**config.mk**
```make
export PLATFORM = sky130hd
export DESIGN_NAME = alu_op_driver
export DESIGN_NICKNAME = d
export VERILOG_FILES = /design/src/rtl/alu_pkg.sv /design/src/rtl/alu_ref_model.sv /design/src/rtl/alu_op_driver.sv
export SDC_FILE = /design/constraint.sdc
export NUM_CORES = 1
export LEC_CHECK = 0
export CORE_MARGIN = 2
export CORE_UTILIZATION = 40
export DETAILED_ROUTE_END_ITERATION = 8
export DONT_BUFFER_PORTS = 1
export GPL_TIMING_DRIVEN = 0
export SYNTH_ARGS = -nofsm -noshare
export SYNTH_HDL_FRONTEND = slang
export SYNTH_SLANG_ARGS = --single-unit
```
**constraint.sdc**
```tcl
create_clock -name clk -period 1.42 [get_ports clk]
set_input_delay 0.284 -clock clk [delete_from_list [all_inputs] [get_ports clk]]
set_output_delay 0.284 -clock clk [all_outputs]
set_load 0.005 [all_outputs]
```
**src/rtl/alu_pkg.sv**
```systemverilog
// Shared ALU op codes and driver FSM state encodings.
package alu_pkg;

  localparam logic [1:0] ALU_ADD = 2'b00;
  localparam logic [1:0] ALU_SUB = 2'b01;
  localparam logic [1:0] ALU_AND = 2'b10;
  localparam logic [1:0] ALU_OR  = 2'b11;

  typedef enum logic [1:0] {
    ST_IDLE = 2'b00,
    ST_EXEC = 2'b01,
    ST_RESP = 2'b10
  } state_e;

endpackage

```
**src/rtl/alu_ref_model.sv**
```systemverilog
// Golden combinational ALU used to cross-check the external ALU.
// Latency: combinational. Backpressure: none.
module alu_ref_model
  import alu_pkg::*;
#(
  parameter int DATA_W = 32
) (
  input  logic [DATA_W-1:0] a,
  input  logic [DATA_W-1:0] b,
  input  logic [1:0]        control,
  output logic [DATA_W-1:0] result,
  output logic              zflag
);

  always_comb begin
    result = '0;
    case (control)
      ALU_ADD: result = a + b;
      ALU_SUB: result = a - b;
      ALU_AND: result = a & b;
      ALU_OR:  result = a | b;
      default: result = '0;
    endcase
    zflag = (result == '0);
  end

endmodule

```
**src/rtl/alu_op_driver.sv**
```systemverilog
// Registers valid/ready op requests onto a combinational ALU and returns tagged results.
// Latency: handshake cycle + 2 edges to rsp_valid; peak 1 op per 2 cycles.
// Backpressure: rsp_* held while !rsp_ready; a new request is only taken as the response drains.
// Optional ALU cross-check built when ALU_OP_CHECK_EN is defined.
module alu_op_driver
  import alu_pkg::*;
#(
  parameter int DATA_W = 32,
  parameter int TAG_W  = 4,
  parameter int CNT_W  = 16
) (
  input  logic              clk,
  input  logic              rst,
  input  logic              req_valid,
  output logic              req_ready,
  input  logic [DATA_W-1:0] req_a,
  input  logic [DATA_W-1:0] req_b,
  input  logic [1:0]        req_op,
  input  logic [TAG_W-1:0]  req_tag,
  output logic [DATA_W-1:0] alu_a,
  output logic [DATA_W-1:0] alu_b,
  output logic [1:0]        alu_control,
  input  logic [DATA_W-1:0] alu_result,
  input  logic              alu_zflag,
  output logic              rsp_valid,
  input  logic              rsp_ready,
  output logic [DATA_W-1:0] rsp_result,
  output logic              rsp_zflag,
  output logic [TAG_W-1:0]  rsp_tag,
  output logic [CNT_W-1:0]  op_count,
  output logic              busy
`ifdef ALU_OP_CHECK_EN
  ,
  output logic              chk_err,
  output logic [CNT_W-1:0]  chk_cnt
`endif
);

  localparam logic [CNT_W-1:0] CNT_ONE = {{(CNT_W-1){1'b0}}, 1'b1};

  state_e            state_q;
  logic [TAG_W-1:0]  tag_q;
  logic              accept;

  // In RESP the slot frees in the same cycle the response is taken.
  assign req_ready = (state_q == ST_IDLE) || ((state_q == ST_RESP) && rsp_ready);
  assign accept    = req_valid && req_ready;
  assign busy      = (state_q != ST_IDLE);

  always_ff @(posedge clk) begin
    if (rst) begin
      state_q     <= ST_IDLE;
      alu_a       <= '0;
      alu_b       <= '0;
      alu_control <= ALU_ADD;
      tag_q       <= '0;
      rsp_valid   <= 1'b0;
      rsp_result  <= '0;
      rsp_zflag   <= 1'b0;
      rsp_tag     <= '0;
      op_count    <= '0;
    end else begin
      if (accept) begin
        alu_a       <= req_a;
        alu_b       <= req_b;
        alu_control <= req_op;
        tag_q       <= req_tag;
      end
      case (state_q)
        ST_IDLE: begin
          if (req_valid) state_q <= ST_EXEC;
        end
        ST_EXEC: begin
          rsp_result <= alu_result;
          rsp_zflag  <= alu_zflag;
          rsp_tag    <= tag_q;
          rsp_valid  <= 1'b1;
          state_q    <= ST_RESP;
        end
        ST_RESP: begin
          if (rsp_ready) begin
            rsp_valid <= 1'b0;
            op_count  <= op_count + CNT_ONE;
            state_q   <= req_valid ? ST_EXEC : ST_IDLE;
          end
        end
        default: state_q <= ST_IDLE;
      endcase
    end
  end

`ifdef ALU_OP_CHECK_EN
  logic [DATA_W-1:0] ref_result;
  logic              ref_zflag;

  alu_ref_model #(.DATA_W(DATA_W)) u_ref (
    .a       (alu_a),
    .b       (alu_b),
    .control (alu_control),
    .result  (ref_result),
    .zflag   (ref_zflag)
  );

  // Compared only while the ALU inputs are settled for a live op.
  always_ff @(posedge clk) begin
    if (rst) begin
      chk_err <= 1'b0;
      chk_cnt <= '0;
    end else if ((state_q == ST_EXEC) &&
                 ((alu_result != ref_result) || (alu_zflag != ref_zflag))) begin
      chk_err <= 1'b1;
      if (chk_cnt != {CNT_W{1'b1}}) chk_cnt <= chk_cnt + CNT_ONE;
    end
  end
`endif

endmodule
```
## Word-level counts from Yosys, hierarchy flattened

Index checks and enable logic that the tools add are counted.

- Output and inout port bits: 122
- Register bits after elaboration: 126
- Logic and storage cells: 30
- Input bits: 107

- Muxes and demuxes: 6
- Equal/unequal tests: 4
- $add $sub $neg: 1
- Reduce and logical (&&, ||, !) cells: 9

Operators with widths:

| cell | number |
|---|---|
| adder 16 x 1 -> 16 bit (second input constant) | 1 |
| case mux 2 bit (3 select lines) | 1 |
| AND reduction 2 bit | 3 |
| 2-to-1 mux 2 bit | 2 |
| inequality test 2 bit (second input constant) | 2 |
| nonzero test 2 bit | 2 |
| equality test 2 x 1 -> 1 bit (second input constant) | 1 |
| equality test 2 bit (second input constant) | 1 |
| logical AND 1 bit | 2 |
| logical NOT 2 bit | 1 |
| 2-to-1 mux 1 bit | 2 |
| case mux 1 bit (2 select lines) | 1 |
| logical OR 1 bit | 1 |

## Longest topological paths before layout

Gate-level depths: netlist (run 1).

- Depth after elaboration: 4
- Gate-level depth with buffers: 6

## Worst setup path after synthesis (run 1)

No wires, ideal clock.

- Path kind: reg2reg
- Start point: register op_count[3]
- End point: register op_count[15]
- Path slack: -0.201 ns
- Setup time: 0.121 ns
- Arrival: 1.501 ns
- Cell stages (with the launch flop): 5
- Data required time: 1.299 ns
- Clock period less this slack: 1.621 ns
- Path through: dfxtp_1 nand4_2 or3_4 nor3_1 mux2_2

- Cells in the longest elaborated chain, start to end: 1

Ends and longest elaborated chain:

| element | line | text |
|---|---|---|
| from (decl) | alu_op_driver.sv:30 | `output logic [CNT_W-1:0] op_count,` |
| from (signal assigned) | alu_op_driver.sv:83 | `op_count <= op_count + CNT_ONE;` |
| adder 16 x 1 -> 16 bit | alu_op_driver.sv:83 |  |

No other way between the ends.
A chain may end at the register's enable or synchronous reset.

## Final worst setup path (run 1)

- Start point: register op_count[6]
- End point: register op_count[14]

The elaborated chain is that of the path after synthesis.

==> results of run 1 <==
-- cell type report --
cell class,instances,share of cell area
clock buffers,20,0.0709
plain buffers,36,0.0328
inverters,6,0.00408
clock inverters,12,0.0220
repair buffers,93,0.141
flip-flops and latches,126,0.399
multi-input cells,400,0.303
well taps,140,0.0272
-- Yosys cell counts (all sizes together) (2+ instances only) --
cell,instances,area share
nand2,221,0.18
dfxtp,126,0.56
a21oi,113,0.13
clkbuf,33,0.027
nor2,16,0.013
inv,6,0.0050
nand3,6,0.0067
xnor2,6,0.012
nor3,5,0.0055
buf,4,0.0036
nor2b,3,0.0042
o21ai,3,0.0033
o31ai,3,0.0050
or2,3,0.0042
or3,3,0.0053
or4,3,0.0050
mux2,2,0.0050
nand2b,2,0.0028
xor2,2,0.0039
-- worst max-delay path: stages, from the launching register on --
cell,delay [ns]
dfxtp_4,0.38
nand4_4,0.12
or3_4,0.37
or4_1,0.41
a21oi_1,0.12
-- registers in the layout, indices dropped and copies added, names as in the netlist --
name and flops:
rsp_result 32, alu_control 2, state_q 2, rsp_valid 1
tag_q 4, rsp_zflag 1, rsp_tag 4, op_count 16
alu_a 32, alu_b 32
-- worst max-delay path by stage --
stage / to / slack, ns / cells after the start
floorplan: op_count[15] / -0.003 / 4
global placement: rsp_result[4] / -0.47 / 5
detailed placement: alu_a[21] / -0.56 / 6
CTS: op_count[14] / -0.05 / 4
global route: op_count[9] / -0.11 / 5
finish: op_count[14] / -0.05 / 4
-- kinds of logic after synthesis --
logic type | share of synthesized area
muxes | 0.00721
DFF | 0.559
xor gates and xnor gates | 0.0155
and+or+nand+nor | 0.244
buffers and inverters | 0.0361
adders and majority gates | 0.00277
AOI/OAI and AO/OA | 0.135
-- cells in the final DEF, fill, tap and decap left out, types with 3 or more instances in the layout --
master,synthesis,routed
a21oi_1,113,111
buf_1,3,3
buf_4,0,16
buf_6,0,3
bufinv_16,0,3
clkbuf_1,33,10
clkbuf_16,0,17
clkbuf_2,0,8
clkbuf_4,0,5
clkinv_2,0,6
clkinvlp_4,0,3
dfxtp_1,126,111
dfxtp_2,0,3
dfxtp_4,0,12
dlygate4sd3_1,0,83
inv_1,6,5
nand2_1,220,220
nand3_1,6,4
nor2_1,16,14
nor3_1,5,3
o21ai_0,3,3
o31ai_1,3,3
or2_4,0,3
xnor2_1,6,6
-- timing repair --
item	CTS	global route
gates resized for setup	49	45
buffers inserted	8	2
endpoints found under the hold margin	82	1
cloned	0	0
pin swaps	9	3
hold buffers	82	1
setup endpoints to repair	124	102
-- power by group --
group | internal [mW] | switching [mW] | total [mW]
clock network | 2.83 | 1.53 | 4.36
logic | 0.347 | 0.399 | 0.746
registers | 3.70 | 0.150 | 3.85
total | 6.88 | 2.08 | 8.96
-- stage by stage --
| stage | power, mW | utilization | instance area [µm²] | hold WS [ns] | setup slack, ns |
|---|---|---|---|---|---|
| floorplan | 4.25 | - | 4570 | 0.420 | -0.00346 |
| global placement | 4.40 | 0.434 | 4740 | 0.421 | -0.475 |
| detailed placement | 4.43 | 0.434 | 4740 | 0.427 | -0.557 |
| CTS | 9.00 | 0.579 | 6330 | 0.000568 | -0.0522 |
| global route | 9.29 | 0.589 | 6440 | 0.000743 | -0.109 |
| finish | 8.96 | 0.589 | 6440 | 0.0145 | -0.0542 |
-- routing by layer --
| metal | global-route usage | routed length, µm |
|---|---|---|
| met5 | 0 | 0 |
| met4 | 0.113 | 289 |
| met3 | 0.0882 | 1370 |
| met2 | 0.383 | 6850 |
| met1 | 0.221 | 5260 |
==> out/qor.yml, run 1 <==
outcome:
  status: "complete, but fails checks"
  violations: "negative setup slack"
sta:
  min_period_ns: 1.47
  relSlewSlack: 0.638
  setup_ws_ns: -0.0542
  fmax_mhz: 678
  clock_skew_ns: 0.00831
  final.setup.tns_ns: -0.176
  hold_viol_final: 0
  rsz0062_at_grt: "yes"
  fin_crit_sh: 1.04
  setup_violations: 4
  tightest_slew_ns: 0.544
  report.final.slew_viol_count: 0
cts:
  cts_tree: "built"
  cts_max_level: 4
  cts_made_buffers: 17
  clkSinkCount: 126
  root_buffer: "clkbuf_16"
  path_clk_slew_ns: 0.05
  insertion_delay_ns: 0.41
  cts_max_path_buffers: 2
synth:
  syn_inst: 569
  ys_ff_latch: 126
  synth_edf_count: 0
  ys.flop_type: "dfxtp_1"
  yosys_warnings: 0
  synthDistinctLibCells: 32
  syn-num-nets: 677
  ys_async_sr_fraction: 0
  netlist_area_mm2: 0.00451
  synth_seq_area_share: 0.559
  syn_area_per_cell_um2: 7.93
route:
  avgRoutedWirePerCell_um: 16.5
  drc: 0
  wirelength_um: 13800
  drt_iter0_drc: 192
  vias: 4256
  dr.pass1.iters: 4
  vias_per_cell: 5.11
  drtAntennaViolNets: 0
grt:
  grt_start_max_net_pins: 17
  antenna_found_initial: 0
  grt_pass1_wl_um: 19900
  grt_overflow: 0
  grt_pass1_vias: 4133
  track_usage: 0.218
worst_setup_path:
  arrival_ns: 1.81
  worst-setup-path-type: "reg -> reg"
  cp-startpoint: "op_count[6]"
  required_ns: 1.76
  critPathMaxFanout: 5
  cp-end-kind: "flop"
  worstSetupStartpointType: "flop"
  reg2reg_from: "op_count[6]"
  reg2reg_depth: 4
  r2r_end: "op_count[14]"
  reg2reg_slack_ns: -0.05
place:
  dp.cells: 709
  dpl.hpwl_um: 8990
  gp_congestion: 0.790
  port_buffers: 0
hold_path:
  hold_class: "in -> reg"
  min_from: "alu_result[26]"
  hold_depth: 2
  hold_end: "rsp_result[26]"
cells_and_area:
  n_fill_cell: 919
  final_cell_count_no_fill: 833
  drive_above_1_share: 0.149
  finalNetCount: 788
  multiInputGateArea_mm2: 0.00195
  area_delta_synth_final_pct: 42.8
  n_antenna_cell: 0
  register_area_mm2: 0.00257
die:
  start_util: 0.412
  dieWidth_um: 110
  die_area_mm2: 0.0121
  die_h_um: 110
  placementRows: 38
  num_io_pins: 229
  core_area_mm2: 0.0109
power_and_ir_drop:
  p_leak_nw: 2.43
  vdd_drop_max_mv: 0.917
  powerDensity_mw_per_mm2: 1390
run:
  max_cap_viol_count: 0
No activity file was read; power rests on OpenSTA's default activity.
==> run 2, diff against run 1 <==
Settings changed: CAP_MARGIN set to 20, HOLD_SLACK_MARGIN set to 0.06.
==> out/qor.yml, run 2 (synthesized netlist as in run 1, its figures left out) <==
place:
  port_buffers: 0  # unchanged
  dpl.hpwl_um: 8990  # unchanged
  gp_congestion: 0.790  # unchanged
  dp.cells: 709  # unchanged
cells_and_area:
  area_delta_synth_final_pct: 47.6
  n_antenna_cell: 0  # unchanged
  reg_top3: "alu_a: 32 flops, alu_b: 32 flops, rsp_result: 32 flops"
  finalNetCount: 809  # +2.7%
  fin_util: 0.609  # +0.0197
  final_common_cell: "nand2_1"
  layout_common_cells: "nand2_1 (220), a21oi_1 (111), dfxtp_1 (111), dlygate4sd3_1 (104)"
  drive_above_1_share: 0.144  # -0.00437
  n_fill_cell: 891  # -3.0%
  final_cell_count_no_fill: 854  # +2.5%
sta:
  setup_violations: 4  # unchanged
  relSlewSlack: 0.640  # +0.00221
  tightest_slew_ns: 0.540  # -0.00332 ns
  rsz0062_at_grt: "yes"
  hold_slack_ns: 0.143  # +0.129 ns
  hold_viol_final: 0  # unchanged
  fmax_mhz: 676  # -0.42%
  setup_ws_ns: -0.0604  # -0.00618 ns
  clock_skew_ns: 0.00580  # -0.00250 ns
  report.final.slew_viol_count: 0  # unchanged
  min_period_ns: 1.48  # +0.00618 ns
  fin_crit_sh: 1.04  # +0.00435
worst_setup_path:
  worst-setup-path-type: "reg -> reg"
  arrival_ns: 1.82  # about the same
  worstSetupStartpointType: "flop"
  cp-end-kind: "flop"
  critPathMaxFanout: 5  # unchanged
  required_ns: 1.76  # about the same
grt:
  grt_pass1_vias: 4229  # +2.3%
  antenna_found_initial: 0  # unchanged
  track_usage: 0.222  # +0.00397
  grt_pass1_wl_um: 20300  # +2.1%
  grt_overflow: 0  # unchanged
  grt_start_max_net_pins: 17  # unchanged
die:
  num_io_pins: 229  # unchanged
  placementRows: 38  # unchanged
  core_area_mm2: 0.0109  # unchanged
  start_util: 0.412  # unchanged
  dieWidth_um: 110  # unchanged
  die_h_um: 110  # unchanged
  die_area_mm2: 0.0121  # unchanged
route:
  drt_iter0_drc: 199  # +3.6%
  topRoutingLayerUsed: "met4"
  dr_wl_met3_um: 1450  # +5.5%
  wirelength_um: 14200  # +3.0%
  avgRoutedWirePerCell_um: 16.6  # +0.44%
  drtAntennaViolNets: 0  # unchanged
  dr.pass1.iters: 4  # unchanged
  vias: 4370  # +2.7%
  vias_per_cell: 5.12  # +0.15%
  wl_met1_um: 5360  # +1.9%
  dr_wl_met2_um: 7170  # +4.6%
  drc: 0  # unchanged
cts:
  path_clk_slew_ns: 0.05  # about the same
  cts_max_path_buffers: 2  # unchanged
  cts_made_buffers: 17  # unchanged
  cts_tree: "built"
  insertion_delay_ns: 0.41  # about the same
  cts_max_level: 4  # unchanged
  root_buffer: "clkbuf_16"
  clkSinkCount: 126  # unchanged
outcome:
  violations: "negative setup slack"
  status: "complete, but fails checks"
power_and_ir_drop:
  p_leak_nw: 2.52  # +3.6%
  vdd_drop_max_mv: 0.909  # -0.87%
  power_mw: 9.02  # +0.71%
  powerDensity_mw_per_mm2: 1360  # -2.5%
run:
  max_cap_viol_count: 0  # unchanged
hold_path:
  hold_class: "in -> reg"
run 2: cell types whose count changed in the layout (fill, tap and decap cells not counted), sizes merged:
cell | previous run | this run
clkbuf | 42 | 43
buf | 24 | 23
dlygate4sd3 | 83 | 104
run 2: path summary, 6_finish.rpt:
kind	from	cells past startpoint	end	slack, ns
max	op_count[12]	4	op_count[14]	-0.06
min	rsp_ready	3	rsp_valid	0.14
max reg2reg	op_count[12]	4	op_count[14]	-0.06
min reg2reg	tag_q[2]	2	rsp_tag[2]	0.45
run 2: metal layers:
metal	vias up	GRT usage
li1	2110	-
met1	2008	0.224
met2	232	0.390
met3	20	0.0899
met4	0	0.118
met5	-	0
run 2: repair_timing:
action	4_1_cts	5_1_grt
endpoints found under the hold margin	104	0
gates resized for setup	49	48
gates cloned	0	0
pin swaps	9	3
hold buffers	104	0
endpoints found under the setup margin	124	98
buffers inserted	8	2
run 2: cell type report:
class	count	area, µm²	share of cell area
buffer	36	216	0.0325
clock buffer	20	457	0.0686
clock inverter	12	141	0.0212
inverter	6	26.3	0.00395
multi-input combinational	400	1950	0.293
sequential	126	2570	0.386
tap	140	175	0.0263
timing repair buffer	114	1120	0.168
run 2: power by group:
| part | internal [mW] | switching, mW |
|---|---|---|
| sequential | 3.70 | 0.151 |
| clock | 2.83 | 1.54 |
| combinational | 0.388 | 0.411 |
run 2: per-stage QoR:
step / cell area (µm²) / setup TNS, ns / setup WS, ns
after detailed placement: 4740 / -53.52 / -0.557
final: 6660 / -0.181 / -0.0604
after CTS: 6560 / -0.135 / -0.0522
after global placement: 4740 / -45.93 / -0.475
after global routing: 6660 / -0.591 / -0.101
after floorplan: 4570 / -0.00346 / -0.00346
run 2: critical path, cell delays in order (launching register included):
cell	delay [ns]
dfxtp_2	0.37
nand3_1	0.09
or3_4	0.41
or4_1	0.41
a21oi_1	0.12
